**config.mk**
```make
export PLATFORM = sky130hd
export DESIGN_NAME = inst_fetch_ctrl
export DESIGN_NICKNAME = d
export VERILOG_FILES = /design/src/rtl/inst_fetch_ctrl.sv
export SDC_FILE = /design/constraint.sdc
export NUM_CORES = 1
export LEC_CHECK = 0
export ABC_CLOCK_PERIOD_IN_PS = 2210
export BUFFER_PORTS_ARGS = -buffer_cell sky130_fd_sc_hd__buf_2
export CAP_MARGIN = 10
export CORE_MARGIN = 2
export CORE_UTILIZATION = 49
export DETAILED_ROUTE_END_ITERATION = 12
export PLACE_DENSITY = 0.85
export SYNTH_ARGS = -nofsm -noshare
export SYNTH_HDL_FRONTEND = slang
export SYNTH_SLANG_ARGS = --single-unit
```
**constraint.sdc**
```tcl
create_clock -name clk -period 2.21 [get_ports clk]
set_clock_uncertainty 0.2 [all_clocks]
set_input_delay 0.1105 -clock clk [delete_from_list [all_inputs] [get_ports clk]]
set_output_delay 0.1105 -clock clk [all_outputs]
set_load 0.005 [all_outputs]
```
**src/rtl/inst_fetch_ctrl.sv**
```systemverilog
// rtl/inst_fetch_ctrl.sv - instruction fetch/decode/execute sequencing controller
//
// Sequences one instruction at a time: fetch from instruction memory, hand the
// latched word to the decoder, wait for the execute stage, then advance pc.
// Faults (illegal opcode, misaligned branch target) park the controller in
// HALT until reset.
//
// Ports:
//   clk                 rising-edge clock
//   rst_n               asynchronous active-low reset
//   imem_req            fetch request, high only in FETCH
//   imem_addr           fetch address (always equals pc)
//   imem_ack            fetch data valid, honoured only in FETCH
//   imem_rdata          fetched instruction word
//   ir                  latched instruction for the decoder
//   dec_en              decoder enable, high in DECODE and EXEC
//   invalid_instruction decoder illegal-opcode flag, sampled in DECODE
//   ex_done             execute finished, honoured only in EXEC
//   br_taken            branch taken, qualified by ex_done
//   br_target           taken-branch destination
//   pc                  program counter
//   instret             retired-instruction count (wraps)
//   trap                controller halted on a fault
//   trap_cause          01 illegal instruction, 10 misaligned target, 00 none

module inst_fetch_ctrl #(
  parameter logic [31:0] RESET_PC = 32'h0000_0000
) (
  input  logic        clk,
  input  logic        rst_n,
  output logic        imem_req,
  output logic [31:0] imem_addr,
  input  logic        imem_ack,
  input  logic [31:0] imem_rdata,
  output logic [31:0] ir,
  output logic        dec_en,
  input  logic        invalid_instruction,
  input  logic        ex_done,
  input  logic        br_taken,
  input  logic [31:0] br_target,
  output logic [31:0] pc,
  output logic [31:0] instret,
  output logic        trap,
  output logic [1:0]  trap_cause
);

  typedef enum logic [2:0] {
    IDLE   = 3'd0,
    FETCH  = 3'd1,
    DECODE = 3'd2,
    EXEC   = 3'd3,
    HALT   = 3'd4
  } state_t;

  localparam logic [1:0] CAUSE_NONE      = 2'b00;
  localparam logic [1:0] CAUSE_ILLEGAL   = 2'b01;
  localparam logic [1:0] CAUSE_MISALIGN  = 2'b10;

  state_t      state, state_nxt;
  logic [31:0] pc_nxt;
  logic [31:0] ir_nxt;
  logic [31:0] instret_nxt;
  logic [1:0]  cause_nxt;
  logic        misaligned;

  always_ff @(posedge clk or negedge rst_n) begin
    if (!rst_n) begin
      state      <= IDLE;
      pc         <= RESET_PC;
      ir         <= 32'h0;
      instret    <= 32'h0;
      trap_cause <= CAUSE_NONE;
    end else begin
      state      <= state_nxt;
      pc         <= pc_nxt;
      ir         <= ir_nxt;
      instret    <= instret_nxt;
      trap_cause <= cause_nxt;
    end
  end

  // A taken branch to a non-word-aligned target is a fault, not a jump.
  assign misaligned = br_taken && (br_target[1:0] != 2'b00);

  always_comb begin
    state_nxt   = state;
    pc_nxt      = pc;
    ir_nxt      = ir;
    instret_nxt = instret;
    cause_nxt   = trap_cause;
    imem_req    = 1'b0;
    dec_en      = 1'b0;
    trap        = 1'b0;
    imem_addr   = pc;

    case (state)
      IDLE: begin
        state_nxt = FETCH;
      end

      FETCH: begin
        imem_req = 1'b1;
        if (imem_ack) begin
          ir_nxt    = imem_rdata;
          state_nxt = DECODE;
        end
      end

      DECODE: begin
        dec_en = 1'b1;
        if (invalid_instruction) begin
          cause_nxt = CAUSE_ILLEGAL;
          state_nxt = HALT;
        end else begin
          state_nxt = EXEC;
        end
      end

      EXEC: begin
        dec_en = 1'b1;
        if (ex_done) begin
          // The instruction retires even when its branch target faults.
          instret_nxt = instret + 32'd1;
          if (misaligned) begin
            cause_nxt = CAUSE_MISALIGN;
            state_nxt = HALT;
          end else begin
            pc_nxt    = br_taken ? br_target : (pc + 32'd4);
            state_nxt = FETCH;
          end
        end
      end

      HALT: begin
        trap = 1'b1;
      end

      default: begin
        state_nxt = IDLE;
      end
    endcase
  end

endmodule

```
==> results of run 1 <==
==> routing by layer <==
metal / global-route usage / share of wire
met5: 0 / 0
met4: 0.121 / 0.036
met3: 0.0344 / 0.074
met2: 0.451 / 0.50
met1: 0.356 / 0.39
==> timing repair <==
action	4_1_cts	5_1_grt
hold buffers	66	0
gates resized for setup	0	1
endpoints found under the hold margin	135	0
endpoints found under the setup margin	0	3
==> per-stage QoR <==
| step | hold WS [ns] | util | total power, mW |
|---|---|---|---|
| 2_1_floorplan | -0.385 | - | 3.84 |
| 3_3_place_gp | -0.0915 | 0.610 | 4.64 |
| 3_5_place_dp | -0.0822 | 0.610 | 4.77 |
| 4_1_cts | 0.0116 | 0.691 | 5.98 |
| 5_1_grt | 0.0687 | 0.691 | 6.36 |
| 6_report | 0.00937 | 0.691 | 6.02 |
==> placed cells by master (no fill, tap or decap), types with 3 or more instances in the layout <==
cell type,instances
a21o_1,4
mux2_2,31
xnor2_1,22
buf_12,3
dlygate4sd3_1,66
dfrtp_1,101
o221ai_1,5
clkbuf_8,9
a41o_1,3
o22ai_1,21
o21a_1,4
nand4_1,21
a21boi_0,6
a211oi_1,6
buf_4,25
a21oi_1,26
nor2b_1,3
mux2i_1,9
o21ai_0,9
nand2_1,30
xor2_1,9
and4_1,7
a311oi_1,4
nor2_1,34
nand3_1,29
and3_1,20
buf_2,201
a22oi_1,3
nor3_1,10
clkinv_4,3
inv_1,6
==> report_power, final <==
group / internal [mW] / switching [mW] / total, mW
combinational: 1.18 / 1.03 / 2.20
clock: 0.433 / 0.690 / 1.12
sequential: 2.30 / 0.397 / 2.70
==> sequential cells by signal, indices dropped and copies added (netlist names) <==
name,cells
imem_addr,32
ir,32
trap_cause,2
state,3
instret,32
==> worst min-delay path, delay by kind of cell <==
family	cells	cell delay, ns
buffers and inverters	1	0.09
AO/OA/AOI/OAI	3	0.31
==> final cells by class <==
class | instances | area [um^2] | share of cell area
Multi-Input combinational cell | 350 | 2380 | 0.330
Timing Repair Buffer | 295 | 1910 | 0.266
Inverter | 6 | 22.5 | 0.00313
Clock buffer | 10 | 128 | 0.0177
Sequential cell | 101 | 2530 | 0.351
Clock inverter | 6 | 56.3 | 0.00782
Tap cell | 136 | 170 | 0.0236
==> worst paths after layout <==
check / from / to / slack, ns / cells past startpoint
worst max-delay path: imem_addr[2] / imem_addr[26] / 0.14 / 6
worst min-delay path: br_target[23] / imem_addr[23] / 0.009 / 4
worst max register to register: imem_addr[2] / imem_addr[26] / 0.14 / 6
worst min register to register: instret[31] / instret[31] / 0.29 / 1
max in group asynchronous: rst_n / trap_cause[1] / 0.99 / 3
min in group asynchronous: rst_n / imem_addr[22] / 0.05 / 2
==> cells by family after synthesis <==
family                     Yosys count  synth area share
and+or+nand+nor                    173             0.178
buffers and inverters               67            0.0737
AOI/OAI and AO/OA                  103             0.130
xor gates and xnor gates            31            0.0513
muxes                               41            0.0851
DFF                                101             0.477
adders and majority gates            2           0.00473
==> flow_summary.ini, run 1 <==
[run_status]
outcome = completed

[grt]
first_global_vias = 4967
grt_pass1_wl_mm = 24.9
gr-usage-all-layers = 0.271
antenna_found_initial = 0
grt_max_degree = 39
grt_remaining_overflow = 0

[setup_path]
critical_path_class = flip-flop to flip-flop
path_buf_inv = 0
critPathTopFamily = simple AND/OR/NAND/NOR gates
required_ns = 2.31
cp_max_fo = 6
worstPathArrival_ns = 2.17
crit_slowest_cell = or4_1
worstPathCellList = ha_1 > and3_1 > and4_1 > nand4_1 > or4_1 > nand3_1
crit_path_start_kind = flip-flop
cpPeakStageDelay_ns = 0.41
cp-end-kind = flip-flop

[sta]
finalMaxSlewViolations = 0
rsz0062_at_grt = false
setup-tns-final_ns = 0
slew_headroom = 0.657
worst_pin_slew_ns = 0.514
timing.final.crit_share = 0.937
setup_viol = 0
fin_ws_ns = 0.140
layout_min_cycle_time_ns = 2.07
hold_violations = 0
max_freq_mhz = 483

[layout]
n_antenna_cell = 0
instances_no_fill = 904
design_area_mm2 = 0.00720
layout-drive-gt1-share = 0.366
areaGrowthSynthToFinish_pct = 35.9
num-fill-cells = 764
nets = 835

[floorplanning]
start_util = 0.508
io_pins = 203
fp.dieW_um = 108
die_h_um = 108
core_area_mm2 = 0.0104
row_count = 37
die_area_mm2 = 0.0117

[cts]
htree_levels = 3
cts_setup_buffers = 0
ctsLongestPathBuffers = 2
cts_sinks = 101
cts_made_buffers = 9
cts_root_buf = clkbuf_8
tritoncts = built
clk_latency_ns = 0.37
clk_pin_slew_worst_paths_ns = 0.11

[place]
place_area_mm2 = 0.00635
dp_cells = 822
gp_congestion = 0.867
port_buffers = 202
dp_slack_ns = 0.183
place_hpwl_mm = 10.8

[yosys]
synthTopCellsByCount = dfrtp_1, nor2_1, buf_4, mux2_2, nand2_1
async_reset_ff_frac = 1.00
yosys.area.top_type = dfrtp_1
syn-num-nets = 590
synth_edf_count = 0
synth_area_mm2 = 0.00529
synth_cell_types = 52
synthFlopType = dfrtp_1
synth.avg_cell_area_um2 = 10.2
yosys.area.top_type_share = 0.477
yosysMostFrequentCell = dfrtp_1
yosys_warnings = 0
synth_seq_cells = 101
ys_seq_area_frac = 0.477
syn_inst = 518
synth_area_leaders = dfrtp_1, mux2_2, buf_4

[routing]
wl_mm = 16.0
vias = 5237
postRouteAntennaNets = 0
wl_per_cell_um = 17.7
avgViaCountPerCell = 5.79
drtIter0Drc = 438
dr.pass1.iters = 5
drc = 0

[run]
drv_cap = 0

[worst_hold_path]
hp-class = input pin to flip-flop

[power]
pwr_density_cell_mw_per_mm2 = 837
ir_drop_v = 0.000748
leakage_nw = 3.63
No activity file was read; power rests on OpenSTA's default activity.
==> run 2, diff against run 1 <==
==> constraint.sdc (replaced) <==
create_clock -name clk -period 2.21 [get_ports clk]
set_clock_uncertainty 0.2 [all_clocks]
set_input_delay 0.1105 -clock clk [delete_from_list [all_inputs] [get_ports clk]]
set_output_delay 0.1105 -clock clk [all_outputs]
set_load 0.05 [all_outputs]
==> run 2 against run 1 <==
  * Cell count stayed put
  * Via count down 2.3%
  * Power rose by 32%
  * Largest power group is now combinational cells
  * Design area grew 0.54%
  * Worst hold slack improved by 0.069 ns
  * Combinational power up 85%
  * Flip-flop and latch count is the same
  * Sequential power is essentially flat
  * Register-to-register slack worse by 0.03 ns
  * Sequential share of layout area about the same
==> flow_summary.ini, run 2 (same netlist as run 1, synthesis figures left out) <==
[run_status]
outcome = completed

[setup_path]
cp-end-kind = flip-flop
worstPathArrival_ns = 2.20
r2r-start = imem_addr[2]
required_ns = 2.31
cp_max_fo = 9
r2r_end = imem_addr[26]
rr_worst_depth = 6
critical_path_class = flip-flop to flip-flop
r2r_slack_ns = 0.11
crit_path_start_kind = flip-flop

[layout]
layout-drive-gt1-share = 0.380
mostFrequentLayoutCell = buf_2
final_core_util = 0.695
areaGrowthSynthToFinish_pct = 36.7
nets = 833
final_cell_mix = buf_2, dfrtp_1, dlygate4sd3_1, nor2_1, mux2_2

[power]
comb_power_share = 0.512
pwr-share-seq = 0.341
pwr_density_cell_mw_per_mm2 = 1100
leakage_nw = 3.61
switchingPower_mw = 3.96
p_clk_frac = 0.147
p_sw_frac = 0.500
ir_drop_v = 0.000932
internal_power_mw = 3.96

[floorplanning]
start_util = 0.508
core_area_mm2 = 0.0104
io_pins = 203
row_count = 37
die_area_mm2 = 0.0117
die_h_um = 108
fp.dieW_um = 108

[routing]
wl_mm = 15.7
postRouteAntennaNets = 0
wl_per_cell_um = 17.4
drc = 0
drtIter0Drc = 376
avgViaCountPerCell = 5.66
vias = 5115
dr.pass1.iters = 5

[worst_hold_path]
hold_start = br_target[29]
hold_depth = 4
hold_end = imem_addr[29]
hp-class = input pin to flip-flop

[cts]
ctsLongestPathBuffers = 2
clk_latency_ns = 0.37
cts_setup_buffers = 0
cts_sinks = 101
cts_root_buf = clkbuf_8
tritoncts = built
clk_pin_slew_worst_paths_ns = 0.10
cts_made_buffers = 9
htree_levels = 3

[sta]
rsz0062_at_grt = false
finalMaxSlewViolations = 0
layout_min_cycle_time_ns = 2.10
setup_viol = 0
fin_ws_ns = 0.112
slew_headroom = 0.636
timing.final.crit_share = 0.950
hold_violations = 0
holdWs_ns = 0.0783
worst_pin_slew_ns = 0.546
max_freq_mhz = 477

[grt]
grt_remaining_overflow = 0
grt_pass1_wl_mm = 24.6
antenna_found_initial = 0
first_global_vias = 4904
grt_max_degree = 102
gr-usage-all-layers = 0.268

[place]
gp_congestion = 0.848
place_hpwl_mm = 10.9
dp_slack_ns = 0.115
port_buffers = 202

[run]
drv_cap = 0
-- run 2: cell count changes in the layout (fill, tap and decap cells not counted), moves of 2 or more --
cell      before  now
dfrtp_1      101   93
dfrtp_2        0    8
buf_4         25   22
clkinv_4       3    1
diode_2        0    2
inv_6          0    2
-- run 2: worst max-delay path, stage by stage (launching register included) --
cell and delay [ns]:
dfrtp_2 0.48, ha_4 0.18, and3_1 0.21, and4_1 0.32, nand4_1 0.14, or4_1 0.41
nand3_1 0.09
-- run 2: layer usage --
layer	GRT usage	up-vias	wire (um)
met5	0	-	0
met4	0.0870	0	299
met3	0.0476	21	929
met2	0.467	204	8170
met1	0.339	2522	6340
li1	-	2368	-
-- run 2: layout make-up --
cell class              instances  area (um^2)
inverters                       6         22.5
diodes                          2         5.00
multi-input cells             350         2410
fillers                       800         3180
flip-flops and latches        101         2540
well taps                     136          170
repair buffers                293         1900
clock buffers                  10          138
clock inverters                 6         52.6
-- run 2: worst max path at each step --
stage | startpoint | endpoint | depth (start not counted)
after global placement | state[2] | imem_addr[19] | 6
final | imem_addr[2] | imem_addr[26] | 6
after detailed placement | state[2] | instret[17] | 5
after global routing | imem_addr[7] | imem_addr[31] | 5
after CTS | state[2] | instret[15] | 5
after floorplan | state[0] | ir[0] | 6
-- run 2: timing repair --
item	in CTS	in global routing
setup endpoints to repair	0	6
hold buffers	67	0
resized for setup	0	3
endpoints found under the hold margin	167	0
-- run 2: through the flow --
stage                     cell area (um^2)  total power, mW  instances  setup TNS (ns)
after global routing                  7230             8.29        902               0
after CTS                             7220             7.94        902               0
after detailed placement              6360             6.68        819               0
after global placement                6360             6.56        819               0
final                                 7230             7.92        904               0
after floorplan                       5330             5.73        518          -0.996
-- run 2: power groups by stage --
| stage | Sequential [mW] | Combinational [mW] | Clock [mW] |
|---|---|---|---|
| detailed placement | 2.73 | 3.95 | 0 |
| finish | 2.70 | 4.06 | 1.16 |
| floorplan | 4.21 | 1.52 | 0 |
| global route | 2.77 | 4.26 | 1.26 |
| CTS | 2.70 | 4.05 | 1.19 |
| global placement | 2.68 | 3.88 | 0 |
